--- config.mk ---
export PLATFORM = sky130hd
export DESIGN_NAME = matrix_result_collector_flat
export DESIGN_NICKNAME = d
export VERILOG_FILES = /design/src/rtl/matrix_result_collector_pkg.sv /design/src/rtl/matrix_result_collector_if.sv /design/src/rtl/matrix_result_collector_buf.sv /design/src/rtl/matrix_result_collector.sv /design/src/flat_wrapper.sv
export SDC_FILE = /design/constraint.sdc
export NUM_CORES = 1
export LEC_CHECK = 0
export ABC_AREA = 1
export CORE_MARGIN = 2
export CORE_UTILIZATION = 30
export DETAILED_ROUTE_END_ITERATION = 10
export PLACE_DENSITY = 0.52
export RECOVER_POWER = 25
export SLEW_MARGIN = 20
export SYNTH_ARGS = -nofsm -noshare
export SYNTH_HDL_FRONTEND = slang
export SYNTH_SLANG_ARGS = --single-unit
export TNS_END_PERCENT = 50
--- constraint.sdc ---
create_clock -name clk_i -period 3.9 [get_ports clk_i]
set_input_delay 0.975 -clock clk_i [delete_from_list [all_inputs] [get_ports clk_i]]
set_output_delay 0.975 -clock clk_i [all_outputs]
set_load 0.1 [all_outputs]
--- src/rtl/matrix_result_collector_pkg.sv ---
// Shared types and constants for the matrix result collector.
package matrix_result_collector_pkg;

  // Controller states.
  typedef enum logic [1:0] {
    IDLE    = 2'd0,
    COLLECT = 2'd1,
    FULL    = 2'd2,
    STREAM  = 2'd3
  } state_t;

  // Buffer layout selectors.
  localparam int LAYOUT_COL_MAJOR = 0;
  localparam int LAYOUT_ROW_MAJOR = 1;

  // Address width of a buffer holding `depth` words (at least one bit).
  function automatic int buf_addr_w(input int depth);
    return (depth > 1) ? $clog2(depth) : 1;
  endfunction

  // Default geometry and the matching buffer address width.
  localparam int DEF_MAX_COL  = 4;
  localparam int DEF_MAX_ROW1 = 4;
  localparam int DEF_ADDR_W   = buf_addr_w(DEF_MAX_COL * DEF_MAX_ROW1);

endpackage

--- src/rtl/matrix_result_collector_if.sv ---
// Job control, result strobe and replay stream of the matrix result collector.
interface matrix_result_collector_if #(
  parameter int MAX_COL  = 4,
  parameter int MAX_ROW1 = 4,
  parameter int DATA_W   = 16
);
  localparam int COL_W = $clog2(MAX_COL) + 1;
  localparam int ROW_W = $clog2(MAX_ROW1) + 1;

  logic              start_i;
  logic [COL_W-1:0]  col_i;
  logic [ROW_W-1:0]  row1_i;
  logic              data_i_v;
  logic [DATA_W-1:0] data_i;
  logic              cal_finish_i;
  logic              busy_o;
  logic              done_o;
  logic              err_o;
  logic              rd_start_i;
  logic              rd_valid_o;
  logic              rd_ready_i;
  logic [DATA_W-1:0] rd_data_o;
  logic              rd_last_o;

  // Environment side: engine, job controller and downstream consumer.
  modport master (
    output start_i, col_i, row1_i, data_i_v, data_i, cal_finish_i,
    output rd_start_i, rd_ready_i,
    input  busy_o, done_o, err_o, rd_valid_o, rd_data_o, rd_last_o
  );

  // Collector side.
  modport slave (
    input  start_i, col_i, row1_i, data_i_v, data_i, cal_finish_i,
    input  rd_start_i, rd_ready_i,
    output busy_o, done_o, err_o, rd_valid_o, rd_data_o, rd_last_o
  );
endinterface

--- src/rtl/matrix_result_collector_buf.sv ---
// Simple dual-port result buffer: one write port, one registered read port
// with read enable so the read register can be held during back-pressure.
module result_buf_sdp #(
  parameter int DATA_W = 16,
  parameter int DEPTH  = 16,
  parameter int ADDR_W = 4
) (
  input  logic              clk_i,
  input  logic              wr_en,
  input  logic [ADDR_W-1:0] wr_addr,
  input  logic [DATA_W-1:0] wr_data,
  input  logic              rd_en,
  input  logic [ADDR_W-1:0] rd_addr,
  output logic [DATA_W-1:0] rd_data
);
  logic [DATA_W-1:0] mem [DEPTH];

  // Write port.
  always_ff @(posedge clk_i) begin
    if (wr_en) mem[wr_addr] <= wr_data;
  end

  // Registered read port; holds its word while rd_en is low.
  always_ff @(posedge clk_i) begin
    if (rd_en) rd_data <= mem[rd_addr];
  end
endmodule

--- src/rtl/matrix_result_collector.sv ---
// Collects the matrix engine result stream into a local buffer, checks the
// word count against the job-complete pulse, and replays the buffer on a
// valid/ready stream with a registered output stage.
module matrix_result_collector
  import matrix_result_collector_pkg::*;
#(
  parameter int MAX_COL   = DEF_MAX_COL,
  parameter int MAX_ROW1  = DEF_MAX_ROW1,
  parameter int DATA_W    = 16,
  parameter int ROW_MAJOR = LAYOUT_COL_MAJOR
) (
  input logic                    clk_i,
  input logic                    rst_i,
  matrix_result_collector_if.slave bus
);
  localparam int COL_W  = $clog2(MAX_COL) + 1;
  localparam int ROW_W  = $clog2(MAX_ROW1) + 1;
  localparam int CNT_W  = COL_W + ROW_W;
  localparam int DEPTH  = MAX_COL * MAX_ROW1;
  localparam int ADDR_W = buf_addr_w(DEPTH);

  state_t            state;
  logic [COL_W-1:0]  col_q;
  logic [ROW_W-1:0]  row1_q;
  logic [CNT_W-1:0]  n_q;
  logic [CNT_W-1:0]  wr_cnt;
  logic [ROW_W-1:0]  b_q;
  logic [COL_W-1:0]  c_q;
  logic [CNT_W-1:0]  rd_cnt;

  logic              vld_p1;
  logic              last_p1;
  logic [DATA_W-1:0] data_p1;

  logic              dims_ok;
  logic              wr_en;
  logic [ADDR_W-1:0] wr_addr;
  logic [CNT_W-1:0]  wr_cnt_nxt;
  logic              adv;
  logic              issue;
  logic              rd_en;
  logic [ADDR_W-1:0] rd_addr;

  // Job validation, write addressing and read-pipeline control.
  always_comb begin
    dims_ok = (bus.col_i != '0) && (bus.col_i <= COL_W'(MAX_COL)) &&
              (bus.row1_i != '0) && (bus.row1_i <= ROW_W'(MAX_ROW1));
    wr_en      = (state == COLLECT) && bus.data_i_v && (wr_cnt < n_q);
    wr_cnt_nxt = wr_en ? (wr_cnt + CNT_W'(1)) : wr_cnt;
    if (ROW_MAJOR == LAYOUT_ROW_MAJOR)
      wr_addr = ADDR_W'(CNT_W'(b_q) * CNT_W'(col_q) + CNT_W'(c_q));
    else
      wr_addr = ADDR_W'(CNT_W'(c_q) * CNT_W'(row1_q) + CNT_W'(b_q));
    // The whole read pipeline moves together whenever the output stage
    // is empty or being consumed.
    adv     = !bus.rd_valid_o || bus.rd_ready_i;
    issue   = (state == STREAM) && (rd_cnt < n_q);
    rd_en   = adv && issue;
    rd_addr = ADDR_W'(rd_cnt);
  end

  result_buf_sdp #(
    .DATA_W (DATA_W),
    .DEPTH  (DEPTH),
    .ADDR_W (ADDR_W)
  ) u_buf (
    .clk_i   (clk_i),
    .wr_en   (wr_en),
    .wr_addr (wr_addr),
    .wr_data (bus.data_i),
    .rd_en   (rd_en),
    .rd_addr (rd_addr),
    .rd_data (data_p1)
  );

  // Controller FSM, counters and the registered output stage.
  always_ff @(posedge clk_i) begin
    if (rst_i) begin
      state          <= IDLE;
      col_q          <= '0;
      row1_q         <= '0;
      n_q            <= '0;
      wr_cnt         <= '0;
      b_q            <= '0;
      c_q            <= '0;
      rd_cnt         <= '0;
      vld_p1         <= 1'b0;
      last_p1        <= 1'b0;
      bus.busy_o     <= 1'b0;
      bus.done_o     <= 1'b0;
      bus.err_o      <= 1'b0;
      bus.rd_valid_o <= 1'b0;
      bus.rd_last_o  <= 1'b0;
      bus.rd_data_o  <= '0;
    end else begin
      bus.done_o <= 1'b0;
      case (state)
        IDLE, FULL: begin
          if (bus.start_i) begin
            if (!dims_ok) begin
              bus.err_o <= 1'b1;
            end else begin
              col_q      <= bus.col_i;
              row1_q     <= bus.row1_i;
              n_q        <= CNT_W'(bus.col_i) * CNT_W'(bus.row1_i);
              wr_cnt     <= '0;
              b_q        <= '0;
              c_q        <= '0;
              bus.err_o  <= 1'b0;
              bus.busy_o <= 1'b1;
              state      <= COLLECT;
            end
          end else if ((state == FULL) && bus.rd_start_i) begin
            rd_cnt     <= '0;
            vld_p1     <= 1'b0;
            last_p1    <= 1'b0;
            bus.busy_o <= 1'b1;
            state      <= STREAM;
          end
        end
        COLLECT: begin
          if (wr_en) begin
            wr_cnt <= wr_cnt_nxt;
            if (b_q == row1_q - ROW_W'(1)) begin
              b_q <= '0;
              c_q <= c_q + COL_W'(1);
            end else begin
              b_q <= b_q + ROW_W'(1);
            end
          end
          // Overflow: the word is dropped.
          if (bus.data_i_v && !wr_en) bus.err_o <= 1'b1;
          // Completion check sees any write from this same cycle.
          if (bus.cal_finish_i) begin
            state      <= FULL;
            bus.busy_o <= 1'b0;
            if (wr_cnt_nxt == n_q) bus.done_o <= 1'b1;
            else                   bus.err_o  <= 1'b1;
          end
        end
        STREAM: begin
          // p1 = buffer read register, p2 = output stage.
          if (adv) begin
            bus.rd_valid_o <= vld_p1;
            bus.rd_last_o  <= last_p1;
            if (vld_p1) bus.rd_data_o <= data_p1;
            vld_p1  <= issue;
            last_p1 <= issue && (rd_cnt == n_q - CNT_W'(1));
            if (issue) rd_cnt <= rd_cnt + CNT_W'(1);
          end
          if (bus.rd_valid_o && bus.rd_ready_i && bus.rd_last_o) begin
            bus.rd_valid_o <= 1'b0;
            bus.rd_last_o  <= 1'b0;
            vld_p1         <= 1'b0;
            last_p1        <= 1'b0;
            bus.busy_o     <= 1'b0;
            state          <= FULL;
          end
        end
        default: state <= IDLE;
      endcase
    end
  end
endmodule

--- src/flat_wrapper.sv ---
// flat-port wrapper written by rule: the top's interface ports become plain ports
module matrix_result_collector_flat import matrix_result_collector_pkg::*;
#(
  parameter int MAX_COL   = DEF_MAX_COL,
  parameter int MAX_ROW1  = DEF_MAX_ROW1,
  parameter int DATA_W    = 16,
  parameter int ROW_MAJOR = LAYOUT_COL_MAJOR
)
  (clk_i, rst_i, bus_start_i, bus_col_i, bus_row1_i, bus_data_i_v, bus_data_i, bus_cal_finish_i, bus_rd_start_i, bus_rd_ready_i, bus_busy_o, bus_done_o, bus_err_o, bus_rd_valid_o, bus_rd_data_o, bus_rd_last_o);
  matrix_result_collector_if #(.MAX_COL(MAX_COL), .MAX_ROW1(MAX_ROW1), .DATA_W(DATA_W)) bus_i ();
  input logic clk_i;
  input logic rst_i;
  input wire logic [$bits(bus_i.start_i)-1:0] bus_start_i;
  input wire logic [$bits(bus_i.col_i)-1:0] bus_col_i;
  input wire logic [$bits(bus_i.row1_i)-1:0] bus_row1_i;
  input wire logic [$bits(bus_i.data_i_v)-1:0] bus_data_i_v;
  input wire logic [$bits(bus_i.data_i)-1:0] bus_data_i;
  input wire logic [$bits(bus_i.cal_finish_i)-1:0] bus_cal_finish_i;
  input wire logic [$bits(bus_i.rd_start_i)-1:0] bus_rd_start_i;
  input wire logic [$bits(bus_i.rd_ready_i)-1:0] bus_rd_ready_i;
  output wire logic [$bits(bus_i.busy_o)-1:0] bus_busy_o;
  output wire logic [$bits(bus_i.done_o)-1:0] bus_done_o;
  output wire logic [$bits(bus_i.err_o)-1:0] bus_err_o;
  output wire logic [$bits(bus_i.rd_valid_o)-1:0] bus_rd_valid_o;
  output wire logic [$bits(bus_i.rd_data_o)-1:0] bus_rd_data_o;
  output wire logic [$bits(bus_i.rd_last_o)-1:0] bus_rd_last_o;
  assign bus_i.start_i = bus_start_i;
  assign bus_i.col_i = bus_col_i;
  assign bus_i.row1_i = bus_row1_i;
  assign bus_i.data_i_v = bus_data_i_v;
  assign bus_i.data_i = bus_data_i;
  assign bus_i.cal_finish_i = bus_cal_finish_i;
  assign bus_i.rd_start_i = bus_rd_start_i;
  assign bus_i.rd_ready_i = bus_rd_ready_i;
  assign bus_busy_o = bus_i.busy_o;
  assign bus_done_o = bus_i.done_o;
  assign bus_err_o = bus_i.err_o;
  assign bus_rd_valid_o = bus_i.rd_valid_o;
  assign bus_rd_data_o = bus_i.rd_data_o;
  assign bus_rd_last_o = bus_i.rd_last_o;
  matrix_result_collector #(.MAX_COL(MAX_COL), .MAX_ROW1(MAX_ROW1), .DATA_W(DATA_W), .ROW_MAJOR(ROW_MAJOR)) u_core (.clk_i(clk_i), .rst_i(rst_i), .bus(bus_i));
endmodule
* Word-level counts from Yosys, hierarchy flattened
Memories as Yosys holds them, arrays and structs flattened. A register that Yosys moved wholly into a read port is not among the register bits.
Cells that the tools add are included.
** Operators by class
- Add/sub/neg operators :: 7
- $mul :: 2
- $lt $le $gt $ge :: 4
- Equal/unequal tests :: 19
- Multiplexer cells :: 51
- Bitwise logic cells :: 2
- Reduce and logical (&&, ||, !) cells :: 32
** Operator list (count)
- 6-bit 2-to-1 mux :: 8
- 6-bit case mux with 2 select lines :: 2
- 1-bit 2-to-1 mux :: 23
- 3-bit 2-to-1 mux :: 6
- 6-bit by 1-bit adder with 6-bit output (second input constant) :: 2
- 6-bit == test :: 2
- 1-bit logical AND :: 12
- 6-bit < comparator :: 2
- 3-bit case mux with 2 select lines :: 2
- 4-bit AND reduction :: 3
- 2-bit 2-to-1 mux :: 5
- 2-bit by 1-bit inequality test with 1-bit output (second input constant) :: 5
- 2-bit inequality test (second input constant) :: 5
- 5-bit AND reduction :: 2
- 3-bit by 2-bit inequality test with 1-bit output (second input constant) :: 3
- 3-bit by 1-bit adder with 3-bit output (second input constant) :: 2
- 3-bit less-or-equal comparator (second input constant) :: 2
- 3-bit by 3-bit multiplier with 6-bit output :: 1
- 1-bit case mux with 2 select lines :: 3
- 2-bit case mux with 3 select lines :: 1
- 3-bit AND reduction :: 2
- 2-bit nonzero test :: 3
- 3-bit nonzero test :: 2
- 6-bit by 1-bit subtractor with 6-bit output (second input constant) :: 1
- 14 further kinds :: 18
** Word-level totals
- Register bits :: 52
- Memory bits (writable) :: 256
- Output and inout port bits :: 21
- Word-level logic and storage cells :: 133
- Memories :: 1
** Memory list
- u_core.u_buf.mem :: words 16, width 16, rd ports 1, clocked after memory_dff 1, write ports 1, line matrix_result_collector_buf.sv:16 : logic [DATA_W-1:0] mem [DEPTH];

* Logic depth before layout (Yosys ltp)
Gate-level depths: netlist of run 1.
- Depth in word-level cells :: 9
- Mapped depth :: 16

* By module
Synthesis of run 1 repeated with hierarchy kept, for this count alone.
** Second synthesis, totals
- Cells, all modules :: 1537
- Area total of the unflattened synthesis :: 14776.7 um2
** Modules (own cells, without submodules)
- result_buf_sdp :: times used 1, cells each 1074, area an instance 11541.1 um2, sequential area each 8167.8 um2
- matrix_result_collector :: times used 1, cells each 463, area an instance 3235.6 um2, sequential area each 1021.0 um2

* Worst setup path before layout of run 1
No wires, ideal clock.
- Path kind :: register -> register
- Start point :: register u_core.c_q[0]
- End point :: memory u_core.u_buf.mem[0][0], enable pin
- Setup time :: 0.388 ns
- Data arrival time :: 3.399 ns
- Slack :: 0.113 ns
- Cell stages (with the launch flop) :: 11
- Path buffers :: 0
- Clock period less this slack :: 3.787 ns
- Cells stage by stage :: dfxtp_1 > nand2_1 > fa_1 > fa_1 > inv_1 > fa_1 > xnor2_1 > xor2_1 > xor2_1 > nand2_1 > nor2_1
** On the way
- Cells in the longest elaborated chain, start to end :: 2
** RTL lines
- start, declared :: line matrix_result_collector.sv:28 : logic [COL_W-1:0] c_q;
- start signal, assigned :: line matrix_result_collector.sv:126 : c_q <= c_q + COL_W'(1);
- 3-bit by 3-bit multiplier with 4-bit output :: line matrix_result_collector.sv:53 : wr_addr = ADDR_W'(CNT_W'(c_q) * CNT_W'(row1_q) + CNT_W'(b_q));
- 4-bit by 3-bit adder with 4-bit output :: line matrix_result_collector.sv:53
- end, declared :: line matrix_result_collector_buf.sv:16
Every way passes these cells.

* Worst setup path after layout of run 1
- Start point :: register u_core.row1_q[2]
- End point :: memory u_core.u_buf.mem[10][6], enable pin
** On the way
- Cells in the longest elaborated chain, start to end :: 2
** RTL lines
- start, declared :: line matrix_result_collector.sv:24 : logic [ROW_W-1:0] row1_q;
- start signal, assigned :: line matrix_result_collector.sv:104 : row1_q <= bus.row1_i;
- 3-bit by 3-bit multiplier with 4-bit output :: line matrix_result_collector.sv:53
- 4-bit by 3-bit adder with 4-bit output :: line matrix_result_collector.sv:53
Every way passes these cells.

==> flow_metrics.tcl, run 1 <==
set metrics [dict create \
    outcome "finished clean" \
    numCtsBuffers 36 \
    max_freq_mhz 259 \
    clockPowerShare_pct 38.5 \
    cts-hold-fix-buffers 0 \
    hold_ws_ns 0.464 \
    final_common_cell "edfxtp_1" \
    r2r_slack_ns 0.04 \
    place_hpwl_mm 23.8 \
    sw_frac_of_total_pct 27.3 \
    cp-end-kind "flip-flop" \
    netlist_instances 1179 \
    synth_area_leaders "edfxtp_1 (60%), dfxtp_1 (7.5%), o21ai_0 (5.1%), nor2_1 (4.9%), nand2_1 (4.3%)" \
    grt_overflow_total 0 \
    p_sw_mw 2.24 \
    num-nets-final 1306 \
    p_int_mw 5.97 \
    skew_ns 0.0234 \
    vdd_drop_max_mv 0.241 \
    grt_setup_unrepaired "yes" \
    pin_count 50 \
    p_leak_nw 5.42 \
    yosys.cell_types.count 40 \
    routed_via_density 4.89 \
    path_max_fanout 16 \
    fin_area_mm2 0.0160 \
    ys_seq_area_share_pct 67.9 \
    pwr-share-comb_pct 14.9 \
    clk_pin_slew_ns 0.06 \
    maxCapViolCount 0 \
    synth_fp_nets 1239 \
    grt_first_pass_wirelength_mm 55.0 \
    clock_sinks 323 \
    finalWirelength_mm 36.1 \
    grt_max_degree 76 \
    dr.first_iter.drc_count 931 \
    cp.required_ns 4.05 \
    die_w_um 216 \
    timing.final.ws_setup_ns 0.0409 \
    hold_class "flip-flop to flip-flop" \
    cts_tree "yes" \
    synth.avg_cell_area_um2 11.5 \
    io_buffers 49 \
    core-area_mm2 0.0443 \
    critPathArrivalTime_ns 4.01 \
    cp-start-kind "flip-flop" \
    clock_latency_ns 0.54 \
    synthesis.yosys.warnings 0 \
    fp.dieH_um 216 \
    dp_slack_ns -0.0373 \
    cts.htree.levels 2 \
    fin_crit_ns 3.86 \
    p_per_area_mw_per_mm2 512 \
    power_frac_seq_pct 46.6 \
    setup_tns_ns 0 \
    tightestPinTransition_ns 0.999 \
    finalCritPeriodShare_pct 99.0 \
    clockBufferDepth 3 \
    layout_common_cells "edfxtp_1 (272), nor2_1 (158), nand2_1 (155)" \
    ys_ff_latch 323 \
    area_delta_synth_final_pct 18.4 \
    grt_usage_pct 15.5 \
    critical_path_class "flip-flop to flip-flop" \
    setup_violations 0 \
    diodes 0 \
    start_util_pct 30.5 \
    synth_area_leader_cell "edfxtp_1" \
    post_dp_cell_area_mm2 0.0149 \
    syn_area_mm2 0.0135 \
    antenna_left 0 \
    first_global_vias 8827 \
    rows 77 \
    drive_above_1_share_pct 9.54 \
    drc 0 \
    antenna_found_initial 1 \
    gp_congestion 0.826 \
    fillers 4394 \
    drt-pass1-iter-count 5 \
    root_buffer "clkbuf_16" \
    netlist.area_leader.share_pct 60.4 \
    final_util_pct 36.1 \
    slew_viol_final 0 \
    final-hold-violation-count 0 \
    wl_per_cell_um 19.4 \
    worst_slew_margin_rel_pct 33.2 \
    vias 9094 \
    die-area_mm2 0.0468 \
]
synthesized netlist by cell type, drive strengths merged:
library cell  number
o22ai             38
clkinv             3
o21a               1
o211ai             6
nor2             178
dfxtp             51
a32oi              1
a31oi              2
o221ai            27
nand2            162
nand3             65
a21oi             45
ha                26
a221oi             1
xor2              11
inv               61
o21ai            139
edfxtp           272
nor3               4
xnor2             13
fa                 5
buf                6
nand4              2
o211a              1
or2                1
clkbuf            52
a211oi             3
a311oi             1
a22oi              2
metal layers:
| layer | vias to the layer above | GRT usage [%] | part of all wire (%) |
|---|---|---|---|
| met1 | 4424 | 22.9 | 48 |
| met4 | 0 | 4.04 | 1.8 |
| met5 | - | 0 | 0 |
| met3 | 44 | 2.19 | 5.5 |
| li1 | 4352 | - | - |
| met2 | 274 | 23.8 | 44 |
final timing paths:
check	end	from	depth (start not counted)
max	u_core.u_buf.mem[10][6]	u_core.row1_q[2]	11
min	u_core.bus.rd_data_o[3]	u_core.bus.rd_data_o[3]	2
max reg2reg	u_core.u_buf.mem[10][6]	u_core.row1_q[2]	11
min reg2reg	u_core.bus.rd_data_o[3]	u_core.bus.rd_data_o[3]	2
through the flow:
stage	power [mW]	cells
after floorplan	4.61	1179
after global placement	5.13	1800
after detailed placement	5.12	1800
after CTS	8.29	1861
after global routing	8.52	1861
final	8.21	1861
kinds of logic (layout without fill, tap and decap cells):
| logic type | after synthesis | count (layout) | share of synthesized area (%) |
|---|---|---|---|
| compound gates | 267 | 267 | 11.4 |
| xor+xnor | 24 | 24 | 1.55 |
| fa+ha+maj | 31 | 31 | 3.15 |
| buf+inv | 122 | 212 | 3.52 |
| flops | 323 | 323 | 67.9 |
| simple gates | 412 | 412 | 12.5 |
power by group through the flow:
stage                     Sequential (mW)  Combinational (mW)  Clock, mW
after global routing                 3.83                1.34       3.35
after floorplan                      3.94               0.674          0
after detailed placement             3.90                1.22          0
after CTS                            3.83                1.23       3.24
final                                3.83                1.22       3.16
after global placement               3.90                1.23          0
flip-flops by register name, indices dropped and copies added, names as in the netlist:
signal,flops
u_core.bus.rd_data_o,16
u_core.b_q,3
u_core.state,2
u_core.c_q,3
u_core.bus.err_o,1
u_core.last_p1,1
u_core.rd_cnt,6
u_core.vld_p1,1
u_core.wr_cnt,6
u_core.bus.rd_valid_o,1
u_core.bus.done_o,1
u_core.row1_q,3
u_core.bus.rd_last_o,1
u_core.u_buf.mem,256
u_core.n_q,6
u_core.u_buf.rd_data,16
timing repair:
action	CTS	global route
gates resized for setup	1	0
setup buffers	0	0
setup endpoints to repair	64	64
pin swaps	0	0
area by class of cell:
class	instances	area (µm²)	area share (%)
Sequential cell	323	9190	57.4
Inverter	64	243	1.52
Multi-Input combinational cell	734	3910	24.4
Tap cell	592	741	4.62
Timing Repair Buffer	87	851	5.31
Clock inverter	11	88.8	0.555
Clock buffer	50	996	6.22
worst max-delay path: stages (launching register included):
cell     delay, ns
dfxtp_1       0.34
nand2_1       0.09
fa_1          0.53
fa_1          0.55
inv_1         0.05
fa_1          0.42
xnor2_1       0.20
xor2_1        0.19
xor2_1        0.14
inv_1         0.10
nand2_1       0.14
nor2_2        0.74
(Power assumes the default switching activity.)
==> run 2: changes to the inputs <==
==> constraint.sdc (replaced) <==
create_clock -name clk_i -period 3.9 [get_ports clk_i]
set_input_delay 0.78 -clock clk_i [delete_from_list [all_inputs] [get_ports clk_i]]
set_output_delay 0.78 -clock clk_i [all_outputs]
set_load 0.1 [all_outputs]
==> flow_metrics.tcl, run 2 (synthesis gave the netlist of run 1 again) <==
set metrics [dict create \
    outcome "finished clean" \
    crit_chain "nand2_1, fa_1, fa_1, inv_1, fa_1, xnor2_1, xor2_1, xor2_1, inv_1, nand2_1, nor2_4" \
    first_global_vias 8896 \
    r2r_slack_ns 0.21 \
    start_util_pct 30.5 \
    area_delta_synth_final_pct 19.7 \
    max_freq_mhz 271 \
    crit_top_cell "fa_1" \
    die_w_um 216 \
    clock_sinks 323 \
    clock_latency_ns 0.53 \
    layout_common_cells "edfxtp_1 (272), nor2_1 (158), nand2_1 (155)" \
    grt_overflow_total 0 \
    path_max_fanout 16 \
    drt-pass1-iter-count 5 \
    max_stage_delay_ns 0.55 \
    min-delay-start "u_core.bus.rd_data_o[9]" \
    antenna_left 0 \
    die-area_mm2 0.0468 \
    num-nets-final 1305 \
    cts.htree.levels 2 \
    root_buffer "clkbuf_16" \
    grt_usage_pct 15.6 \
    drive_above_1_share_pct 9.67 \
    critical_path_class "flip-flop to flip-flop" \
    clockPowerShare_pct 41.1 \
    p_leak_nw 5.48 \
    crit_family "adder cells" \
    cp-end-kind "flip-flop" \
    cts_tree "yes" \
    final_common_cell "edfxtp_1" \
    antenna_found_initial 0 \
    slew_viol_final 0 \
    pin_count 50 \
    cts_setup_buffers 0 \
    min_path_cells 2 \
    drc 0 \
    place_hpwl_mm 23.8 \
    vdd_drop_max_mv 0.296 \
    reg2reg_depth 11 \
    finalWirelength_mm 36.6 \
    grt_max_degree 85 \
    largest_reg_flops 256 \
    diodes 0 \
    worst_slew_margin_rel_pct 33.7 \
    core-area_mm2 0.0443 \
    cp_slowest_cell "fa_1" \
    critPathBufInv 2 \
    skew_ns 0.0123 \
    p_per_area_mw_per_mm2 530 \
    fp.dieH_um 216 \
    setup_tns_ns 0 \
    cp-start-kind "flip-flop" \
    clk_pin_slew_ns 0.06 \
    p_sw_mw 2.29 \
    hold_path_end "u_core.bus.rd_data_o[9]" \
    maxCapViolCount 0 \
    critPathArrivalTime_ns 3.85 \
    tightestPinTransition_ns 0.991 \
    reg2reg_from "u_core.c_q[0]" \
    pwr-share-comb_pct 14.1 \
    dr.first_iter.drc_count 979 \
    setup_violations 0 \
    fin_crit_ns 3.69 \
    rows 77 \
    final_util_pct 36.5 \
    p_int_mw 6.28 \
    fillers 4370 \
    top_regs "u_core.u_buf.mem x256, u_core.bus.rd_data_o x16, u_core.u_buf.rd_data x16" \
    io_buffers 49 \
    hold_class "flip-flop to flip-flop" \
    finalCritPeriodShare_pct 94.6 \
    sw_frac_of_total_pct 26.8 \
    numCtsBuffers 37 \
    grt_first_pass_wirelength_mm 55.6 \
    gp_congestion 0.847 \
    r2r_end "u_core.u_buf.mem[10][8]" \
    largest_register "u_core.u_buf.mem" \
    grt_setup_unrepaired "no" \
    cts-hold-fix-buffers 0 \
    clockBufferDepth 3 \
    power_frac_seq_pct 44.8 \
    cp.required_ns 4.06 \
    wl_per_cell_um 19.6 \
    routed_via_density 4.97 \
    final-hold-violation-count 0 \
    vias 9257 \
]
run 2: through the flow:
step                      worst slack (ns)  total power [mW]  hold WS [ns]  cells  instance area, µm²
final                                0.210              8.57         0.465   1864               16200
after global routing               0.00666              8.92         0.491   1864               16200
after CTS                          -0.0385              8.65         0.468   1864               16200
after detailed placement           -0.0142              5.12         0.459   1798               14900
after global placement              0.0560              5.12         0.455   1798               14900
after floorplan                      0.113              4.61         0.444   1179               13500
run 2: power by group through the flow:
stage,combinational [mW],clock (mW),sequential (mW)
finish,1.21,3.52,3.84
global route,1.33,3.74,3.85
CTS,1.20,3.60,3.84
detailed placement,1.20,0,3.92
global placement,1.21,0,3.92
floorplan,0.674,0,3.94
run 2: worst max path at each step:
stage / end / start / cells past startpoint / slack, ns
2_1_floorplan: u_core.u_buf.mem[0][0] / u_core.c_q[0] / 10 / 0.11
6_report: u_core.u_buf.mem[10][8] / u_core.c_q[0] / 11 / 0.21
4_1_cts: u_core.u_buf.mem[8][10] / u_core.c_q[0] / 11 / -0.04
3_3_place_gp: u_core.u_buf.mem[10][6] / u_core.c_q[0] / 11 / 0.06
3_5_place_dp: u_core.u_buf.mem[10][2] / u_core.c_q[0] / 11 / -0.01
5_1_grt: u_core.u_buf.mem[9][8] / u_core.c_q[0] / 11 / 0.007
run 2: tightest hold or removal path, stage by stage, from the launching register on:
cell and delay [ns]:
dfxtp_1 0.31, nand2_1 0.06, a21oi_1 0.05
run 2: routing by layer:
| metal | vias to the layer above | wire length [µm] | GRT usage [%] |
|---|---|---|---|
| li1 | 4352 | - | - |
| met4 | 0 | 698 | 4.04 |
| met2 | 319 | 15800 | 23.2 |
| met3 | 52 | 2350 | 2.86 |
| met1 | 4534 | 17800 | 23.3 |
| met5 | - | 0 | 0 |
run 2: layout make-up:
class / count / area, µm² / area share, %
inverters: 64 / 243 / 1.50
multi-input cells: 734 / 3930 / 24.3
clock buffers: 49 / 1010 / 6.26
flip-flops and latches: 323 / 9190 / 56.8
clock inverters: 17 / 211 / 1.31
well taps: 592 / 741 / 4.58
repair buffers: 85 / 848 / 5.24
run 2: repair_timing:
| action | CTS | global route |
|---|---|---|
| pin swaps | 0 | 0 |
| hold endpoints to repair | 0 | 0 |
| resized for setup | 1 | 5 |
| endpoints found under the setup margin | 69 | 80 |
